## config.mk

```make
export PLATFORM = sky130hd
export DESIGN_NAME = fifo_ctrl
export DESIGN_NICKNAME = d
export VERILOG_FILES = /design/src/rtl/fifo_ctrl.sv
export SDC_FILE = /design/constraint.sdc
export NUM_CORES = 1
export LEC_CHECK = 0
export CORE_ASPECT_RATIO = 1.5
export CORE_MARGIN = 3
export CORE_UTILIZATION = 40
export DETAILED_ROUTE_END_ITERATION = 10
export HOLD_SLACK_MARGIN = 0.15
export PLACE_DENSITY = 0.8
export SKIP_CTS_REPAIR_TIMING = 1
export SLEW_MARGIN = 20
export SYNTH_ARGS = -nofsm -noshare
export SYNTH_HDL_FRONTEND = slang
export SYNTH_SLANG_ARGS = --single-unit
```

## constraint.sdc

```tcl
create_clock -name clk -period 4.53 [get_ports clk]
set_clock_uncertainty 0.15 [all_clocks]
set_input_delay 0.453 -clock clk [delete_from_list [all_inputs] [get_ports clk]]
set_output_delay 0.453 -clock clk [all_outputs]
set_load 0.02 [all_outputs]
```

## src/rtl/fifo_ctrl.sv

```systemverilog
// Synchronous FIFO controller that drives an external dual-port RAM. It keeps the
// wrap-bit pointers, the EMPTY/PARTIAL/FULL state, the sticky error flags and a registered read word.
module fifo_ctrl #(
   parameter int DATA_RAM_WIDTH    = 8,
   parameter int ADDR_WIDTH        = 8,
   parameter int ALMOST_FULL_LEVEL = 2**ADDR_WIDTH - 2
) (
   input  logic                      clk,
   input  logic                      rst,
   input  logic                      clear,
   input  logic                      push_valid,
   output logic                      push_ready,
   input  logic [DATA_RAM_WIDTH-1:0] push_data,
   input  logic                      pop_valid,
   output logic                      pop_ready,
   output logic [DATA_RAM_WIDTH-1:0] pop_data,
   output logic                      pop_data_valid,
   output logic [ADDR_WIDTH-1:0]     ram_address_0,
   output logic                      ram_chip_enable_0,
   output logic                      ram_write_read_0,
   output logic [DATA_RAM_WIDTH-1:0] ram_data_0,
   output logic [ADDR_WIDTH-1:0]     ram_address_1,
   output logic                      ram_chip_enable_1,
   output logic                      ram_write_read_1,
   input  logic [DATA_RAM_WIDTH-1:0] ram_data_1,
   output logic                      ram_full,
   output logic [ADDR_WIDTH:0]       count,
   output logic                      empty,
   output logic                      full,
   output logic                      almost_full,
   output logic                      overflow,
   output logic                      underflow
);
   // state      | meaning
   // ST_EMPTY   | no words stored, pops refused
   // ST_PARTIAL | 1..DEPTH-1 words stored
   // ST_FULL    | DEPTH words stored, pushes refused
   localparam logic [1:0] ST_EMPTY   = 2'd0;
   localparam logic [1:0] ST_PARTIAL = 2'd1;
   localparam logic [1:0] ST_FULL    = 2'd2;

   localparam logic [ADDR_WIDTH:0] CNT_ONE  = {{ADDR_WIDTH{1'b0}}, 1'b1};
   localparam logic [ADDR_WIDTH:0] DEPTH_M1 = {1'b0, {ADDR_WIDTH{1'b1}}};
   localparam logic [ADDR_WIDTH:0] AF_LEVEL = (ADDR_WIDTH+1)'(ALMOST_FULL_LEVEL);

   logic [1:0]          state, state_nxt;
   logic [ADDR_WIDTH:0] wr_ptr, rd_ptr;
   logic                push_acc, pop_acc;

   assign count       = wr_ptr - rd_ptr;
   assign empty       = (state == ST_EMPTY);
   assign full        = (state == ST_FULL);
   assign almost_full = (count >= AF_LEVEL);
   assign ram_full    = full;
   assign push_ready  = !full;
   assign pop_ready   = !empty;

   // Reset and clear suppress both handshakes so the RAM is never touched in those cycles.
   assign push_acc = push_valid && push_ready && !clear && !rst;
   assign pop_acc  = pop_valid && pop_ready && !clear && !rst;

   assign ram_chip_enable_0 = push_acc;
   assign ram_write_read_0  = push_acc;
   assign ram_address_0     = wr_ptr[ADDR_WIDTH-1:0];
   assign ram_data_0        = push_data;
   assign ram_chip_enable_1 = pop_acc;
   assign ram_write_read_1  = 1'b0;
   assign ram_address_1     = rd_ptr[ADDR_WIDTH-1:0];

   always_comb begin
      state_nxt = state;
      case (state)
         ST_EMPTY:   if (push_acc) state_nxt = ST_PARTIAL;
         ST_PARTIAL: begin
            if (push_acc && !pop_acc && count == DEPTH_M1)
               state_nxt = ST_FULL;
            else if (pop_acc && !push_acc && count == CNT_ONE)
               state_nxt = ST_EMPTY;
         end
         ST_FULL:    if (pop_acc) state_nxt = ST_PARTIAL;
         default:    state_nxt = ST_EMPTY;
      endcase
   end

   always_ff @(posedge clk) begin
      if (rst) begin
         state          <= ST_EMPTY;
         wr_ptr         <= '0;
         rd_ptr         <= '0;
         pop_data       <= '0;
         pop_data_valid <= 1'b0;
         overflow       <= 1'b0;
         underflow      <= 1'b0;
      end else begin
         overflow  <= overflow  | (push_valid && full);
         underflow <= underflow | (pop_valid && empty);
         if (clear) begin
            state          <= ST_EMPTY;
            wr_ptr         <= '0;
            rd_ptr         <= '0;
            pop_data_valid <= 1'b0;
         end else begin
            state          <= state_nxt;
            pop_data_valid <= pop_acc;
            if (push_acc) wr_ptr <= wr_ptr + CNT_ONE;
            if (pop_acc) begin
               rd_ptr   <= rd_ptr + CNT_ONE;
               pop_data <= ram_data_1;
            end
         end
      end
   end
endmodule

```

==> reports/qor.yml, run 1 <==
pwr:
  power.total_mw: 0.6108
  ir_drop_mv: 0.2245
  power.density_nw_per_um2: 237.9
  p_leak_nw: 1.000
timing:
  drv_slew: 0
  worst_slack_ns: 0.9494
  fin_crit_ns: 3.581
  hold_viol: 0
  hold_slack_ns: 0.3043
  setup_tns_ns: 0
  period_share: 0.7904
  rsz0062_at_grt: "no"
  fmax_ghz: 0.2793
  finalSetupViolCount: 0
global_routing:
  antenna_found_initial: 0
  grt_pass1_vias: 1744
  grt_pass1_wl_um: 7569
  track_usage: 0.1608
  grt_max_degree: 21
  grt_overflow: 0
cts:
  cts_made_buffers: 5
  htreeDepth: 2
  clock_latency_ns: 0.28
  clk_pin_slew_ns: 0.06
  cts.sinks: 31
  cts_tree: "done"
  clk_path_buf_depth: 2
  ctsRootBufferMaster: "clkbuf_8"
setup_path:
  r2r_cells: 9
  critPathCaptureType: "output pin"
  crit_fanout: 6
  required_ns: 3.93
  arrival_ns: 2.98
  r2r-end: "state[1]$_SDFFE_PP0P_"
  r2r-start: "rd_ptr[0]$_SDFFE_PP0P_"
  reg2reg_setup_slack_ns: 1.83
  path_class: "reg2out"
  cp-start-kind: "register"
synthesis:
  syn_avg_cell_area_um2: 8.168
  synth_edf_count: 0
  syn-num-nets: 283
  netlist-cell-type-count: 53
  netlist_area_um2: 2042
  synthCells: 250
  ys_async_sr_fraction: 0
  yosysWarnings: 0
  yosysSeqAreaShare: 0.3039
  yosys_most_used_dff: "dfxtp_1"
  ys_ff_latch: 31
final_layout:
  multi_input_area_um2: 1105
  areaGrowthSynthToFinish_pct: 25.74
  seq_area_um2: 620.6
  finish.instance_area_um2: 2567
  drive_gt1_frac: 0.09220
  antenna-diode-count: 0
  final_nets: 314
  utilization: 0.5253
  fill_cells: 499
  instances_no_fill: 348
detailed_routing:
  drc_errors: 0
  antenna_left: 0
  drtPass1Iterations: 4
  drtIter0Drc: 66
  avgRoutedWirePerCell_um: 13.01
  routed_wl_um: 4529
  vias_per_cell: 5.109
  vias: 1778
die:
  ioPinCount: 75
  num_rows: 31
  initial_core_util: 0.4178
  chipWidth_um: 64.34
  die_h_um: 93.51
  dieArea_um2: 6016
  core_area_um2: 4887
worst_hold_path:
  hold_end: "pop_data[5]$_SDFFE_PP0P_"
  min_from: "pop_data[5]$_SDFFE_PP0P_"
  holdPathStages: 2
  min_path_type: "reg2reg"
status:
  status: "finished clean"
placement:
  post-place-ws_ns: 1.253
  hpwl_um: 3592
  port_buffers: 57
  place_congestion: 0.8640
  dp_cells: 340
  place_area_um2: 2450
flow_run:
  cap_violations: 0
## worst max path at each step
| stage | startpoint | slack [ns] | cells past startpoint | to |
|---|---|---|---|---|
| after floorplan | rd_ptr[0]$_SDFFE_PP0P_ | 1.58 | 8 | almost_full |
| after global placement | rd_ptr[0]$_SDFFE_PP0P_ | 1.32 | 9 | almost_full |
| after detailed placement | rd_ptr[0]$_SDFFE_PP0P_ | 1.25 | 9 | almost_full |
| after CTS | rd_ptr[0]$_SDFFE_PP0P_ | 0.92 | 9 | almost_full |
| after global routing | rd_ptr[0]$_SDFFE_PP0P_ | 0.71 | 9 | almost_full |
| final | rd_ptr[0]$_SDFFE_PP0P_ | 0.95 | 9 | almost_full |
## routing by layer
metal,global-route usage,vias up,share of wire
li1,-,876,-
met1,0.1684,825,0.38
met2,0.2862,63,0.52
met3,0.05168,14,0.061
met4,0.07584,0,0.031
met5,0,-,0
## sequential cells by signal (all words and copies together), names as in the netlist
| register | flops |
|---|---|
| pop_data | 8 |
| state | 2 |
| underflow | 1 |
| rd_ptr | 9 |
| wr_ptr | 9 |
| overflow | 1 |
| pop_data_valid | 1 |
## cell families after synthesis
logic type | share of synthesized area
and+or+nand+nor | 0.2451
buffers and inverters | 0.1550
AOI/OAI and AO/OA | 0.1348
DFF | 0.3039
xor gates and xnor gates | 0.07721
adders and majority gates | 0.07721
other | 0.001836
muxes | 0.004902
## worst max-delay path, stage by stage (launching register included)
cell,delay [ns]
dfxtp_1,0.44
ha_1,0.20
inv_1,0.05
fa_1,0.41
a21o_1,0.21
a21oi_1,0.18
xnor2_1,0.20
o2111ai_1,0.22
o22ai_1,0.17
clkdlybuf4s50_1,0.63
## cell usage after synthesis, types with 3 or more instances
| library cell | instances | area (µm²) |
|---|---|---|
| nand3_1 | 5 | 25.02 |
| nand2_1 | 28 | 105.1 |
| buf_4 | 27 | 202.7 |
| o21ai_0 | 6 | 30.03 |
| nor3_1 | 5 | 25.02 |
| inv_1 | 16 | 60.06 |
| a21o_1 | 3 | 22.52 |
| a21oi_1 | 20 | 100.1 |
| ha_1 | 11 | 137.6 |
| nor2_1 | 22 | 82.58 |
| dfxtp_1 | 31 | 620.6 |
| xnor2_1 | 9 | 78.83 |
| buf_6 | 3 | 33.78 |
| xor2_1 | 9 | 78.83 |
| nand4_1 | 7 | 43.79 |
## power by group
group	internal [mW]	switching, mW	leakage (nW)	total [mW]
clock	0.178	0.104	0.0612	0.282
combinational	0.0259	0.0256	0.689	0.0515
sequential	0.275	0.00203	0.250	0.277
total	0.479	0.132	1.00	0.611
## layout make-up
cell class                      instances  area share
Clock buffer                            6     0.03216
Clock inverter                          2     0.01365
Inverter                               17     0.02485
Multi-Input combinational cell        168      0.4303
Sequential cell                        31      0.2417
Tap cell                               66     0.03216
Timing Repair Buffer                   58      0.2251
## cells in the final DEF, fill, tap and decap left out, types with 2 or more instances in the layout
cell type	netlist	routed
a21o_1	3	3
a21oi_1	20	20
and3_1	2	2
and3_4	2	2
and4b_1	2	2
clkbuf_8	0	6
clkdlybuf4s50_1	0	57
dfxtp_1	31	31
ha_1	11	11
inv_1	16	16
nand2_1	28	28
nand2b_1	2	2
nand3_1	5	5
nand4_1	7	7
nor2_1	22	22
nor2b_1	2	2
nor3_1	5	5
o21ai_0	6	6
o31ai_1	2	2
or2_2	2	2
or3_1	2	2
or3_2	2	2
xnor2_1	9	9
xor2_1	9	9
Note: power is estimated with default switching activity, not from simulation.
==> run 2: changes to the inputs <==
--- a/config.mk
+++ b/config.mk
@@ -10,7 +10,7 @@
 export CORE_UTILIZATION = 40
 export DETAILED_ROUTE_END_ITERATION = 10
 export HOLD_SLACK_MARGIN = 0.15
-export PLACE_DENSITY = 0.8
+export PLACE_DENSITY = 0.83
 export SKIP_CTS_REPAIR_TIMING = 1
 export SLEW_MARGIN = 20
 export SYNTH_ARGS = -nofsm -noshare
==> constraint.sdc (replaced) <==
create_clock -name clk -period 2.9 [get_ports clk]
set_clock_uncertainty 0.15 [all_clocks]
set_input_delay 0.29 -clock clk [delete_from_list [all_inputs] [get_ports clk]]
set_output_delay 0.29 -clock clk [all_outputs]
set_load 0.02 [all_outputs]
==> run 2 against run 1 <==
Against the previous run: combinational power is 69% higher; flip-flop and latch count stayed put; via count is 6.7% higher; first-iteration DRC count is 7.6% higher; critical endpoint unchanged; highest routed layer unchanged.
==> reports/qor.yml, run 2 (synthesized netlist as in run 1, its figures left out) <==
placement:
  hpwl_um: 3806  # +6.0%
  place_congestion: 0.8457  # -2.1%
  dp_cells: 358  # +5.3%
  port_buffers: 57  # unchanged
global_routing:
  grt_overflow: 0  # unchanged
  grt_pass1_vias: 1908  # +9.4%
  track_usage: 0.1713  # +0.01048
  grt_max_degree: 21  # unchanged
  antenna_found_initial: 0  # unchanged
  grt_pass1_wl_um: 8100  # +7.0%
detailed_routing:
  vias: 1897  # +6.7%
  routed_wl_um: 5219  # +15%
  vias_per_cell: 5.183  # +1.4%
  antenna_left: 0  # unchanged
  drtPass1Iterations: 4  # unchanged
  drtIter0Drc: 71  # +7.6%
  avgRoutedWirePerCell_um: 14.26  # +9.6%
  drc_errors: 0  # unchanged
final_layout:
  antenna-diode-count: 0  # unchanged
  reg_top3: "rd_ptr (9), wr_ptr (9), pop_data (8)"
  final_cell_mix: "clkdlybuf4s50_1, dfxtp_1, nand2_1"
  instances_no_fill: 366  # +5.2%
  areaGrowthSynthToFinish_pct: 34.68
  drive_gt1_frac: 0.1733  # +0.08113
  final_nets: 332  # +5.7%
  layout_commonest_cell: "clkdlybuf4s50_1"
  fill_cells: 472  # -5.4%
timing:
  period_share: 0.9602
  drv_slew: 0  # unchanged
  fin_crit_ns: 2.785
  hold_viol: 0  # unchanged
  fmax_ghz: 0.3591
  finalSetupViolCount: 0  # unchanged
cts:
  htreeDepth: 2  # unchanged
  ctsRootBufferMaster: "clkbuf_8"
  clk_path_buf_depth: 2  # unchanged
  cts_made_buffers: 5  # unchanged
  clock_latency_ns: 0.29  # about the same
  cts_tree: "done"
  clk_pin_slew_ns: 0.07  # about the same
  cts.sinks: 31  # unchanged
die:
  initial_core_util: 0.4178  # unchanged
  ioPinCount: 75  # unchanged
  chipWidth_um: 64.34  # unchanged
  num_rows: 31  # unchanged
  die_h_um: 93.51  # unchanged
  core_area_um2: 4887  # unchanged
  dieArea_um2: 6016  # unchanged
setup_path:
  slowest_stage: "a311o_1"
  r2r-end: "state[1]$_SDFFE_PP0P_"
  critical_path.cell_chain: "inv_1, ha_1, inv_1, fa_2, a21o_1, a311o_1, nand3_2, o21ai_0, o22ai_2, buf_4"
  arrival_ns: 2.34  # -0.64 ns
  r2r_cells: 11  # +2
  r2r-start: "wr_ptr[0]$_SDFFE_PP0P_"
  crit_start: "wr_ptr[0]$_SDFFE_PP0P_"
  cp-endpoint: "almost_full"
  path_class: "reg2out"
  required_ns: 2.46  # -1.47 ns
  crit_fanout: 3  # -3
  cpMostUsedCell: "inv_1"
  cp-start-kind: "register"
  critPathCaptureType: "output pin"
  reg2reg_setup_slack_ns: 0.34  # -1.49 ns
  max_stage_delay_ns: 0.38  # -0.25 ns
status:
  status: "finished clean"
pwr:
  power.density_nw_per_um2: 352.7  # +48%
  power.total_mw: 0.9699  # +59%
  p_leak_nw: 1.208  # +21%
  ir_drop_mv: 0.3006  # +34%
flow_run:
  cap_violations: 0  # unchanged
worst_hold_path:
  min_path_type: "reg2reg"
run 2: changes by cell type in the layout (fill, tap and decap cells not counted), sizes merged:
cell / previous run / this run
clkdlybuf4s50: 57 / 50
dlymetal6s2s: 0 / 6
buf: 1 / 20
run 2: critical path, delay by kind of cell, from the launching register on:
family | cells | cell delay [ns]
AO/OA/AOI/OAI | 4 | 0.85
buffers and inverters | 3 | 0.30
AND/OR/NAND/NOR | 1 | 0.08
flip-flops | 1 | 0.31
adder cells (fa/ha/maj) | 2 | 0.51
run 2: layout make-up:
type	count	area, µm²	area share
Clock buffer	6	82.58	0.03003
Timing Repair Buffer	76	725.7	0.2639
Multi-Input combinational cell	168	1140	0.4145
Sequential cell	31	620.6	0.2257
Tap cell	66	82.58	0.03003
Clock inverter	2	35.03	0.01274
Inverter	17	63.81	0.02320
run 2: report_power, final:
part	switching [mW]	total, mW	internal, mW
logic	0.0425	0.0872	0.0447
clock network	0.173	0.450	0.278
registers	0.00241	0.432	0.430
run 2: worst min path at each step:
stage | start | end | slack (ns) | depth (start not counted)
after CTS | pop_data[5]$_SDFFE_PP0P_ | pop_data[5]$_SDFFE_PP0P_ | 0.31 | 2
final | pop_data[5]$_SDFFE_PP0P_ | pop_data[5]$_SDFFE_PP0P_ | 0.31 | 2
after floorplan | ram_data_1[0] | pop_data[0]$_SDFFE_PP0P_ | 0.28 | 2
after detailed placement | pop_data[4]$_SDFFE_PP0P_ | pop_data[4]$_SDFFE_PP0P_ | 0.30 | 2
after global routing | pop_data[4]$_SDFFE_PP0P_ | pop_data[4]$_SDFFE_PP0P_ | 0.33 | 2
after global placement | pop_data[2]$_SDFFE_PP0P_ | pop_data[2]$_SDFFE_PP0P_ | 0.29 | 2
run 2: per-layer routing:
layer | wire length (µm) | vias up | track usage
met3 | 328 | 12 | 0.05048
met4 | 143 | 0 | 0.08995
met5 | 0 | - | 0
met1 | 1909 | 904 | 0.1654
li1 | - | 915 | -
met2 | 2838 | 66 | 0.3198
run 2: per-stage QoR:
step / setup TNS, ns / instance area [µm²] / utilization / setup WS [ns] / hold slack (ns)
after floorplan: 0 / 2042 / - / 0.1105 / 0.2760
after global placement: 0 / 2585 / 0.5289 / 0.006783 / 0.2917
after detailed placement: -0.07074 / 2585 / 0.5289 / -0.07074 / 0.2993
after CTS: -0.9703 / 2703 / 0.5530 / -0.3979 / 0.3136
after global routing: -0.009571 / 2750 / 0.5627 / -0.009571 / 0.3311
final: 0 / 2750 / 0.5627 / 0.1155 / 0.3092
==> run 3: changes to the inputs <==
--- a/config.mk
+++ b/config.mk
@@ -6,7 +6,7 @@
 export NUM_CORES = 1
 export LEC_CHECK = 0
 export CORE_ASPECT_RATIO = 1.5
-export CORE_MARGIN = 3
+export CORE_MARGIN = 4
 export CORE_UTILIZATION = 40
 export DETAILED_ROUTE_END_ITERATION = 10
 export HOLD_SLACK_MARGIN = 0.15
==> run 3 against run 2 <==
Against the previous run: sequential share of layout area grew 0.072 points; wire length shrank 11%; first-iteration DRC count grew 25%; maximum frequency grew 2.2%; die area grew 5.3%; hold slack lost 0.0043 ns; global-route usage shrank 1.5 points; critical path type unchanged; largest cell class unchanged; highest routed layer unchanged.
==> reports/qor.yml, run 3 (synthesized netlist as in run 1, its figures left out) <==
status:
  status: "finished clean"
pwr:
  p_leak_nw: 1.210  # +0.16%
  ir_drop_mv: 0.2664  # -11%
  power.density_nw_per_um2: 348.7  # -1.1%
  power.total_mw: 0.9560  # -1.4%
cts:
  clock_latency_ns: 0.28  # about the same
  ctsRootBufferMaster: "clkbuf_8"
  cts.sinks: 31  # unchanged
  clk_pin_slew_ns: 0.07  # about the same
  cts_made_buffers: 5  # unchanged
  cts_tree: "done"
  clk_path_buf_depth: 2  # unchanged
  htreeDepth: 2  # unchanged
detailed_routing:
  vias_per_cell: 4.924  # -5.0%
  drtPass1Iterations: 4  # unchanged
  routed_wl_um: 4655  # -11%
  drtIter0Drc: 89  # +25%
  vias: 1812  # -4.5%
  antenna_left: 0  # unchanged
  drc_errors: 0  # unchanged
  avgRoutedWirePerCell_um: 12.65  # -11%
timing:
  fmax_ghz: 0.3670  # +2.2%
  drv_slew: 0  # unchanged
  hold_viol: 0  # unchanged
  finalSetupViolCount: 0  # unchanged
  hold_slack_ns: 0.3048  # -0.004315 ns
  setup_tns_ns: 0  # unchanged
  period_share: 0.9397  # -0.02051
  rsz0062_at_grt: "yes"
  fin_crit_ns: 2.725  # -0.05948 ns
global_routing:
  antenna_found_initial: 0  # unchanged
  grt_pass1_vias: 1817  # -4.8%
  grt_pass1_wl_um: 7734  # -4.5%
  grt_max_degree: 21  # unchanged
  grt_overflow: 0  # unchanged
  track_usage: 0.1563  # -0.01495
die:
  core_area_um2: 4887  # unchanged
  die_h_um: 95.51  # +2.1%
  dieArea_um2: 6335  # +5.3%
  num_rows: 31  # unchanged
  ioPinCount: 75  # unchanged
  initial_core_util: 0.4178  # unchanged
  chipWidth_um: 66.34  # +3.1%
placement:
  place_area_um2: 2600  # +0.58%
  port_buffers: 57  # unchanged
  hpwl_um: 3730  # -2.0%
  place_congestion: 0.8826  # +4.4%
setup_path:
  cp-start-kind: "register"
  crit_fanout: 3  # unchanged
  arrival_ns: 2.29  # -0.05 ns
  r2r_cells: 11  # unchanged
  r2r-start: "wr_ptr[0]$_SDFFE_PP0P_"
  path_class: "reg2out"
  r2r-end: "state[1]$_SDFFE_PP0P_"
  reg2reg_setup_slack_ns: 0.43  # +0.09 ns
  required_ns: 2.46  # about the same
  critPathCaptureType: "output pin"
final_layout:
  utilization: 0.5609  # -0.001792
  antenna-diode-count: 0  # unchanged
  layout_commonest_cell: "clkdlybuf4s50_1"
  areaGrowthSynthToFinish_pct: 34.25
  fill_cells: 453  # -4.0%
  final_cell_mix: "clkdlybuf4s50_1, dfxtp_1, nand2_1"
  drive_gt1_frac: 0.1689  # -0.004459
  reg_top3: "rd_ptr (9), wr_ptr (9), pop_data (8)"
  finish.instance_area_um2: 2741  # -0.32%
  final_nets: 334  # +0.60%
worst_hold_path:
  hold_end: "pop_data[6]$_SDFFE_PP0P_"
  min_from: "pop_data[6]$_SDFFE_PP0P_"
  min_path_type: "reg2reg"
  holdPathStages: 2  # unchanged
flow_run:
  cap_violations: 0  # unchanged
[run 3: changes by cell type in the layout (fill, tap and decap cells not counted), sizes merged]
cell / before / now
buf: 20 / 22
[run 3: worst max-delay path by stage]
stage / startpoint / end / depth (start not counted)
floorplan: rd_ptr[0]$_SDFFE_PP0P_ / almost_full / 8
global placement: wr_ptr[0]$_SDFFE_PP0P_ / almost_full / 10
detailed placement: wr_ptr[0]$_SDFFE_PP0P_ / almost_full / 10
CTS: wr_ptr[0]$_SDFFE_PP0P_ / almost_full / 10
global route: wr_ptr[0]$_SDFFE_PP0P_ / almost_full / 10
finish: wr_ptr[0]$_SDFFE_PP0P_ / almost_full / 10
[run 3: worst max-delay path, cell delays in order (launching register included)]
cell and delay (ns):
dfxtp_1 0.31, inv_1 0.08, ha_1 0.14, inv_1 0.05, fa_2 0.37, a21o_1 0.20, a311o_1 0.36, nand3_2 0.07
o21ai_0 0.12, o22ai_1 0.15, buf_4 0.17
[run 3: cell type report]
class,count,area [µm²],share of cell area
multi-input combinational,168,1116,0.4071
timing repair buffer,78,740.7,0.2702
sequential,31,620.6,0.2264
clock buffer,6,82.58,0.03012
tap,66,82.58,0.03012
inverter,17,63.81,0.02328
clock inverter,2,35.03,0.01278
[run 3: through the flow]
step                      instances  worst slack, ns
after CTS                       368          -0.3728
after detailed placement        360         -0.01805
after global placement          360          0.01063
after global routing            368         -0.01990
after floorplan                 250           0.1105
final                           368           0.1750
[run 3: metal layers]
layer / wire (µm) / global-route usage
met5: 0 / 0
met3: 278 / 0.05189
met2: 2571 / 0.2933
met4: 48 / 0.04237
met1: 1757 / 0.1621
[run 3: power breakdown]
| group | switching (mW) | total [mW] | internal (mW) |
|---|---|---|---|
| logic | 0.0424 | 0.0872 | 0.0449 |
| registers | 0.00246 | 0.433 | 0.430 |
| clock network | 0.159 | 0.436 | 0.278 |
| total | 0.203 | 0.956 | 0.753 |
